===== config.mk =====
export PLATFORM = sky130hd
export DESIGN_NAME = sccpu_run_ctrl
export DESIGN_NICKNAME = d
export VERILOG_FILES = /design/src/rtl/sccpu_dbg_pkg.sv /design/src/rtl/sat_counter.sv /design/src/rtl/sccpu_run_ctrl.sv
export SDC_FILE = /design/constraint.sdc
export NUM_CORES = 1
export LEC_CHECK = 0
export ABC_AREA = 1
export CAP_MARGIN = 30
export CORE_MARGIN = 4
export CORE_UTILIZATION = 30
export CTS_CLUSTER_SIZE = 40
export DETAILED_ROUTE_END_ITERATION = 10
export GPL_ROUTABILITY_DRIVEN = 0
export PLACE_DENSITY = 0.64
export REMOVE_ABC_BUFFERS = 1
export SETUP_SLACK_MARGIN = 0.5
export SLEW_MARGIN = 15
export SYNTH_ARGS = -nofsm -noshare
export SYNTH_HDL_FRONTEND = slang
export SYNTH_SLANG_ARGS = --single-unit

===== constraint.sdc =====
create_clock -name clk -period 2 [get_ports clk]
set_input_delay 0.4 -clock clk [delete_from_list [all_inputs] [get_ports clk]]
set_output_delay 0.4 -clock clk [all_outputs]
set_load 0.01 [all_outputs]

===== src/rtl/sccpu_dbg_pkg.sv =====
// -----------------------------------------------------------------------------
// sccpu_dbg_pkg
// Shared debug definitions for the single-cycle CPU run controller:
//   - run_state_t : controller state (HALTED / RUNNING / STEPPING)
//   - CMD_*       : host command opcodes carried on cmd_op
//   - STOP_*      : stop_cause encodings reported while halted
// -----------------------------------------------------------------------------
package sccpu_dbg_pkg;

   typedef enum logic [1:0] {
      ST_HALTED   = 2'd0,
      ST_RUNNING  = 2'd1,
      ST_STEPPING = 2'd2
   } run_state_t;

   localparam logic [1:0] CMD_HALT = 2'd0;
   localparam logic [1:0] CMD_RUN  = 2'd1;
   localparam logic [1:0] CMD_STEP = 2'd2;
   localparam logic [1:0] CMD_CLR  = 2'd3;

   localparam logic [1:0] STOP_RST  = 2'd0;
   localparam logic [1:0] STOP_HOST = 2'd1;
   localparam logic [1:0] STOP_STEP = 2'd2;
   localparam logic [1:0] STOP_BP   = 2'd3;

endpackage


===== src/rtl/sat_counter.sv =====
// -----------------------------------------------------------------------------
// sat_counter
// Saturating up-counter with synchronous clear.
// Ports:
//   clk   in  clock
//   rst   in  synchronous active-high reset (count -> 0)
//   i_inc in  increment request; ignored once the count is all-ones
//   i_clr in  clear request; wins over i_inc in the same cycle
//   o_cnt out current count
// -----------------------------------------------------------------------------
module sat_counter #(
   parameter int W = 32
) (
   input  logic         clk,
   input  logic         rst,
   input  logic         i_inc,
   input  logic         i_clr,
   output logic [W-1:0] o_cnt
);

   logic [W-1:0] r_cnt;

   always_ff @(posedge clk) begin
      if (rst || i_clr) begin
         r_cnt <= '0;
      end else if (i_inc && (r_cnt != '1)) begin
         r_cnt <= r_cnt + 1'b1;
      end
   end

   assign o_cnt = r_cnt;

endmodule


===== src/rtl/sccpu_run_ctrl.sv =====
// -----------------------------------------------------------------------------
// sccpu_run_ctrl
// Run/halt/single-step controller for the single-cycle CPU. Gates the CPU
// clock-enable according to host commands and keeps a retired-instruction
// counter.
// Optional feature macro: RUNCTRL_BP_EN (PC breakpoint support).
// Ports:
//   clk, rst          clock, synchronous active-high reset
//   cmd_valid/ready   host command handshake (ready is always 1)
//   cmd_op, cmd_arg   command opcode (HALT/RUN/STEP/CLR) and step count
//   pc                current CPU PC
//   bp_addr, bp_en    breakpoint address / arm (only with RUNCTRL_BP_EN)
//   cpu_en            CPU clock-enable
//   halted            controller is in HALTED
//   stop_cause        why the controller last stopped
//   cmd_err           one-cycle pulse after a rejected command
//   retired           saturating count of enabled cycles
// Handshake: a command transfers on every rising edge where cmd_valid=1;
// cmd_ready is tied high so the host never has to wait.
// -----------------------------------------------------------------------------
module sccpu_run_ctrl
   import sccpu_dbg_pkg::*;
#(
   parameter int CNT_W  = 32,
   parameter int STEP_W = 16
) (
   input  logic              clk,
   input  logic              rst,
   input  logic              cmd_valid,
   output logic              cmd_ready,
   input  logic [1:0]        cmd_op,
   input  logic [STEP_W-1:0] cmd_arg,
   input  logic [31:0]       pc,
   input  logic [31:0]       bp_addr,
   input  logic              bp_en,
   output logic              cpu_en,
   output logic              halted,
   output logic [1:0]        stop_cause,
   output logic              cmd_err,
   output logic [CNT_W-1:0]  retired
);

   localparam logic [STEP_W-1:0] STEP_ONE = STEP_W'(1);

   run_state_t        r_state,      w_state_nxt;
   logic [STEP_W-1:0] r_step_cnt,   w_step_cnt_nxt;
   logic [1:0]        r_stop_cause, w_stop_cause_nxt;
   logic              r_cmd_err,    w_cmd_err_nxt;
   logic              w_bp_hit;
   logic              w_cpu_en;
   logic              w_clr;

`ifdef RUNCTRL_BP_EN
   // skip_bp lets the instruction sitting on the breakpoint execute once
   // after a resume instead of re-triggering immediately.
   logic r_skip_bp, w_skip_bp_nxt;

   assign w_bp_hit = bp_en && (pc == bp_addr) && !r_skip_bp &&
                     (r_state != ST_HALTED);
`else
   logic w_unused_bp;

   assign w_unused_bp = ^{pc, bp_addr, bp_en};
   assign w_bp_hit    = 1'b0;
`endif

   assign w_cpu_en = (r_state != ST_HALTED) && !w_bp_hit;
   assign w_clr    = cmd_valid && (cmd_op == CMD_CLR);

   always_ff @(posedge clk) begin
      if (rst) begin
         r_state      <= ST_HALTED;
         r_step_cnt   <= '0;
         r_stop_cause <= STOP_RST;
         r_cmd_err    <= 1'b0;
`ifdef RUNCTRL_BP_EN
         r_skip_bp    <= 1'b0;
`endif
      end else begin
         r_state      <= w_state_nxt;
         r_step_cnt   <= w_step_cnt_nxt;
         r_stop_cause <= w_stop_cause_nxt;
         r_cmd_err    <= w_cmd_err_nxt;
`ifdef RUNCTRL_BP_EN
         r_skip_bp    <= w_skip_bp_nxt;
`endif
      end
   end

   // Autonomous events (step completion, breakpoint) are evaluated first;
   // an accepted command then overrides them. Rejected commands leave the
   // autonomous result untouched so step counting stays exact.
   always_comb begin
      w_state_nxt      = r_state;
      w_step_cnt_nxt   = r_step_cnt;
      w_stop_cause_nxt = r_stop_cause;
      w_cmd_err_nxt    = 1'b0;
`ifdef RUNCTRL_BP_EN
      w_skip_bp_nxt    = r_skip_bp && !w_cpu_en;
`endif

      if ((r_state == ST_STEPPING) && w_cpu_en) begin
         w_step_cnt_nxt = r_step_cnt - 1'b1;
         if (r_step_cnt == STEP_ONE) begin
            w_state_nxt      = ST_HALTED;
            w_stop_cause_nxt = STOP_STEP;
         end
      end

      if (w_bp_hit) begin
         w_state_nxt      = ST_HALTED;
         w_stop_cause_nxt = STOP_BP;
      end

      if (cmd_valid) begin
         case (cmd_op)
            CMD_HALT: begin
               w_state_nxt      = ST_HALTED;
               w_stop_cause_nxt = STOP_HOST;
            end
            CMD_RUN: begin
               if (r_state == ST_HALTED) begin
                  w_state_nxt = ST_RUNNING;
`ifdef RUNCTRL_BP_EN
                  w_skip_bp_nxt = 1'b1;
`endif
               end else begin
                  w_cmd_err_nxt = 1'b1;
               end
            end
            CMD_STEP: begin
               if (r_state == ST_HALTED) begin
                  w_state_nxt    = ST_STEPPING;
                  w_step_cnt_nxt = (cmd_arg == '0) ? STEP_ONE : cmd_arg;
`ifdef RUNCTRL_BP_EN
                  w_skip_bp_nxt  = 1'b1;
`endif
               end else begin
                  w_cmd_err_nxt = 1'b1;
               end
            end
            default: begin
               // CMD_CLR only touches the retired counter.
            end
         endcase
      end
   end

   sat_counter #(
      .W (CNT_W)
   ) u_retired (
      .clk   (clk),
      .rst   (rst),
      .i_inc (w_cpu_en),
      .i_clr (w_clr),
      .o_cnt (retired)
   );

   assign cmd_ready  = 1'b1;
   assign cpu_en     = w_cpu_en;
   assign halted     = (r_state == ST_HALTED);
   assign stop_cause = r_stop_cause;
   assign cmd_err    = r_cmd_err;

endmodule


==> Word-level counts from Yosys, hierarchy flattened <==
Cells that the tools add are included.
{ "totals": {"register_bits": 53, "latch_bits": 0, "ramBits": 0, "romBits": 0, "input_bits": 86, "output_inout_bits": 38, "wordCells": 41, "memories": 0} }
{ "classes": {"addsub": 2, "n_mul": 0, "n_div": 0, "n_lt_le_gt_ge": 0, "eq_ne": 6, "n_shift": 0, "n_mux": 16, "bitwise_logic": 2, "reduce_logical": 10} }
{ "ops": {"columns": ["op", "count"], "rows": [
  ["16-bit 2-to-1 mux", 5],
  ["32-bit by 1-bit adder with 32-bit output (second input constant)", 1],
  ["32-bit inequality test (second input constant)", 1],
  ["2-bit 2-to-1 mux", 9],
  ["16-bit by 1-bit == test with 1-bit output (second input constant)", 1],
  ["16-bit logical NOT", 1],
  ["16-bit by 1-bit subtractor with 16-bit output (second input constant)", 1],
  ["2-bit == test (second input constant)", 3],
  ["2-bit one-hot mux with 3 select lines", 1],
  ["2-bit logical NOT", 2],
  ["1-bit logical AND", 3],
  ["3-bit OR reduction", 1],
  ["2-bit by 1-bit == test with 1-bit output (second input constant)", 1],
  ["1-bit inverter", 2],
  ["2-bit nonzero test", 1],
  ["2-bit OR reduction", 1],
  ["1-bit logical OR", 1],
  ["1-bit 2-to-1 mux", 1]
]} }

==> Depth between registers and ports, before layout <==
{ "depth": {"word_depth": 6, "ltp_mapped": 11} }

==> By module <==
Synthesis repeated with hierarchy kept, for this count alone.
{ "unflattened": {"cells_unflattened": 556, "area_unflattened_um2": 3517.1} }
{ "by_module_without_submodules": {"columns": ["module", "n_inst", "cells_each", "area_each_um2", "seq_area_each_um2"], "rows": [
  ["sat_counter", 1, 328, 2028.2, 640.6],
  ["sccpu_run_ctrl", 1, 228, 1488.9, 420.4]
]} }

==> Least setup slack after synthesis <==
OpenSTA, ideal clock, no wires.
{ "synth_path": {"kind": "reg2reg", "startpoint": "register u_retired.r_cnt[1], in the netlist u_retired.o_cnt[1]", "endpoint": "register u_retired.r_cnt[22], in the netlist u_retired.o_cnt[22]", "setup_ps": 123, "arrival_ps": 1585, "required_ps": 1877, "setup_slack_ps": 291, "stages_incl_launch_ff": 12, "n_path_buf": 1, "path_cell_list": "dfxtp_1 ha_1 inv_1 nor2_4 nand2_4 nor2_8 nand2_4 nand2_8 inv_4 buf_6 nand2_1 a21oi_2"} }
{ "synth_between": {"elab_chain_len": 2, "word_cells_on_any_way": 3} }
{ "synth_lines": {"columns": ["element", "line", "source"], "rows": [
  ["start: declaration", "sat_counter.sv:21", "logic [W-1:0] r_cnt;"],
  ["start signal: assignment", "sat_counter.sv:27", "r_cnt <= r_cnt + 1'b1;"],
  ["parallel branches: the longest is 2 deep, another holds 32-bit by 1-bit adder with 32-bit output", null, null]
]} }
Several ways; the timed one is not identified.
A chain may end at the register's enable or synchronous reset.

==> Worst setup path after layout <==
{ "layout_path": {"startpoint": "register u_retired.r_cnt[1], in the netlist u_retired.o_cnt[1]", "endpoint": "register u_retired.r_cnt[13], in the netlist u_retired.o_cnt[13]"} }
The elaborated chain is that of the path after synthesis.

==> flow_summary.rst <==
.. list-table::
   :header-rows: 1

   * - Metric
     - Value
   * - Most crowded layer after global routing
     - met2
   * - Clock latency reported for the late side of the worst-skew pair
     - 0.30 ns
   * - Gate family responsible for the most delay along the worst path
     - simple AND/OR/NAND/NOR gates
   * - Number of buffers created by CTS
     - 5
   * - Worst hold path cell count
     - 2
   * - I/O pin count
     - 124
   * - Core Region
     - 11500 um2
   * - HPWL after detailed placement
     - 7.42 mm
   * - Post-layout utilization of the core
     - 45.7%
   * - Total number of placement rows
     - 39
   * - Number of levels the H-tree was split into
     - 2
   * - Largest net degree at the start of global routing
     - 18
   * - Pins over their slew limit
     - 0
   * - Largest incremental delay on the critical path
     - 0.37 ns
   * - Worst Setup Start Kind
     - register
   * - Adder and majority cell fraction of the synthesized area
     - 2.83%
   * - Initial antenna violation count
     - 0
   * - Max FO, Critical Path
     - 13
   * - Static Leakage
     - 2.31 nW
   * - Basic-gate share of the synthesized area counting and, or, nand and nor cells
     - 41.3%
   * - Logic depth of the worst path, buffers included
     - 11
   * - Met1 Use GR
     - 18.2%
   * - Critical path buffer and inverter count
     - 3
   * - Clock tree from TritonCTS
     - built
   * - Share of cells above drive strength 1
     - 32.5%
   * - Dominant combinational cell family by area after synthesis
     - simple AND/OR/NAND/NOR gates
   * - Met3 usage
     - 2.38%
   * - Layout Area Growth over Synthesis
     - 48.5%
   * - Average cell area after synthesis
     - 6.43 um2
   * - Most used cells in the layout excluding fill and tap cells
     - sky130_fd_sc_hd__nand2_1 (138), sky130_fd_sc_hd__nor2_1 (63), sky130_fd_sc_hd__inv_1 (53)
   * - Sequential share of the synthesized area
     - 30.0%
   * - Chip Height
     - 116 um
   * - CP required
     - 2.19 ns
   * - Final Hold Viols
     - 0
   * - Floorplan die width
     - 116 um
   * - Wire length of the first global-routing pass
     - 17.6 mm
   * - Post-synthesis cell type count
     - 38
   * - CTS max path bufs
     - 2
   * - Xor and xnor area share after synthesis
     - 3.47%
   * - Die Area
     - 13600 um2
   * - Maximum clock skew at final layout
     - 0.0116 ns
   * - Arrival time reported for the critical path endpoint
     - 1.75 ns
   * - Share of cell area taken by muxes after synthesis
     - 0%
   * - Area fraction in compound gates after synthesis
     - 12.6%
   * - Hold Path Class
     - reg -> reg
   * - Number of diodes
     - 0
   * - Maximum vdd ir drop
     - 0.309 mV
   * - TritonCTS sink count
     - 53
   * - Critical path endpoint category
     - register
   * - Commonest non-fill, non-tap cell in the layout
     - sky130_fd_sc_hd__nand2_1
   * - RSZ-0062 raised after global routing
     - true
   * - Cell Area, Synth
     - 3530 um2
   * - Post-Place Setup Slack
     - -0.0526 ns
   * - Overall fraction of global-route tracks in use
     - 16.0%
   * - Cell area power density
     - 480 nW/um2
   * - Power, Total
     - 2.52 mW
   * - Via density
     - 4.94
   * - DRC errors left
     - 0
   * - Initial DRC Count
     - 181
   * - Worst Slack Setup Final
     - 0.441 ns
   * - Nets
     - 757
   * - Hold WS
     - 0.492 ns
   * - Setup Viol. Count Final
     - 0
   * - Total via count in the routed design
     - 3983
   * - Synthesized flop and latch total
     - 53
   * - Critical Path Slowest Stage Cell
     - sky130_fd_sc_hd__dfxtp_4
   * - Antenna-violating nets left
     - 0
   * - Fmax
     - 641 MHz
   * - Initial core utilization
     - 30.8%
   * - Number of detailed-route iterations in the first pass
     - 4
   * - Most common cell on crit path
     - sky130_fd_sc_hd__nand2_4
   * - Fraction of the cycle the final worst path needs
     - 77.9%
   * - Root Buffer
     - sky130_fd_sc_hd__clkbuf_16
   * - Count of maximum capacitance violations
     - 0
   * - Result of the run
     - completed
   * - Sum of routed wire length over all layers
     - 11.3 mm
   * - Quantity of hold-fixing buffers added after cts
     - 0
   * - Met2 usage in global routing
     - 29.9%
   * - CP Class
     - reg -> reg
   * - Count of warnings emitted by yosys
     - 0
   * - Grt ovf
     - 0
   * - Number of global-route vias before repair
     - 3925
   * - Post-synthesis cell count
     - 549
   * - Port Buffers
     - 57
   * - Sequence of cells on the critical path
     - ha_4 > inv_4 > nor2_4 > nand2_4 > nor2_8 > nand2_4 > nand2_8 > buf_12 > inv_12 > nand2_1 > a21oi_2
   * - Per-cell routed wire length
     - 14.0 um
   * - Final critical-path required period
     - 1.56 ns
   * - Depth of the worst register-to-register path
     - 11
   * - Clock-pin slew of the registers on the worst-case setup and hold paths
     - 0.07 ns
[metrics by stage]
stage          area, um2  TNS [ns]  instances
3_5_place_dp        4400    -0.270        763
5_1_grt             5240         0        807
3_3_place_gp        4400    -0.241        763
4_1_cts             4940         0        796
2_1_floorplan       3440         0        539
6_report            5240         0        807
[tightest hold or removal path: stages, from the launching register on]
cell	delay (ns)
sky130_fd_sc_hd__dfxtp_1	0.32
sky130_fd_sc_hd__o21ai_0	0.07
sky130_fd_sc_hd__a21oi_1	0.06
[final cells by class]
cell class / count / area, um2
fill: 1108 / 6220
multi-input combinational: 422 / 2380
sequential: 53 / 1130
timing repair buffer: 114 / 1090
inverter: 64 / 269
tap: 143 / 179
clock buffer: 7 / 153
timing repair inverter: 3 / 31.3
clock inverter: 1 / 5.00
[power breakdown]
group / switching (mW) / internal, mW / total (mW)
combinational: 0.273 / 0.210 / 0.483
sequential: 0.0306 / 1.07 / 1.10
clock: 0.404 / 0.532 / 0.936
[registers in the layout (all words and copies together) (netlist names)]
register         cells
u_retired.o_cnt     32
r_step_cnt          16
r_state              2
stop_cause           2
cmd_err              1
[repair_timing]
action / in CTS / in global routing
gates resized for setup: 109 / 91
gates cloned: 6 / 0
pin swaps: 11 / 20
buffers inserted: 19 / 11
setup endpoints to repair: 86 / 55
[metal layers]
layer	vias to the layer above	wire length (um)	share of wire [%]
li1	1978	-	-
met1	1824	4390	39
met2	145	5820	51
met3	36	689	6.1
met4	0	410	3.6
met5	-	0	0
[path summary, 6_finish.rpt]
kind                            from                  end  slack, ns
setup reg to reg  u_retired.o_cnt[1]  u_retired.o_cnt[13]       0.44
setup / recovery  u_retired.o_cnt[1]  u_retired.o_cnt[13]       0.44
hold reg to reg        stop_cause[0]        stop_cause[0]       0.49
hold / removal         stop_cause[0]        stop_cause[0]       0.49
[cells by family after synthesis]
kind of cell,count (synthesis)
AO/OA/AOI/OAI,70
XOR/XNOR,14
adder cells (fa/ha/maj),8
buffers and inverters,74
flip-flops,53
other,1
AND/OR/NAND/NOR,329
[synthesized netlist by cell type, drive strengths merged]
master	number	area share, %
a41oi	1	0.25
inv	63	6.8
a21oi	36	7.2
nor2	88	11
clkinv	1	0.11
o21bai	3	0.64
o21ai	27	3.8
buf	9	2.6
nand2	183	21
or2	1	0.18
clkbuf	1	0.11
xnor2	6	1.5
nand4	7	1.2
dfxtp	53	30
a31oi	1	0.18
o211a	1	0.28
conb	1	0.11
xor2	8	2.0
nand3	39	5.7
nor4	4	0.71
nor3	6	1.2
ha	8	2.8
o211ai	1	0.21
nor3b	1	0.21
No activity file was read; power rests on OpenSTA's default activity.
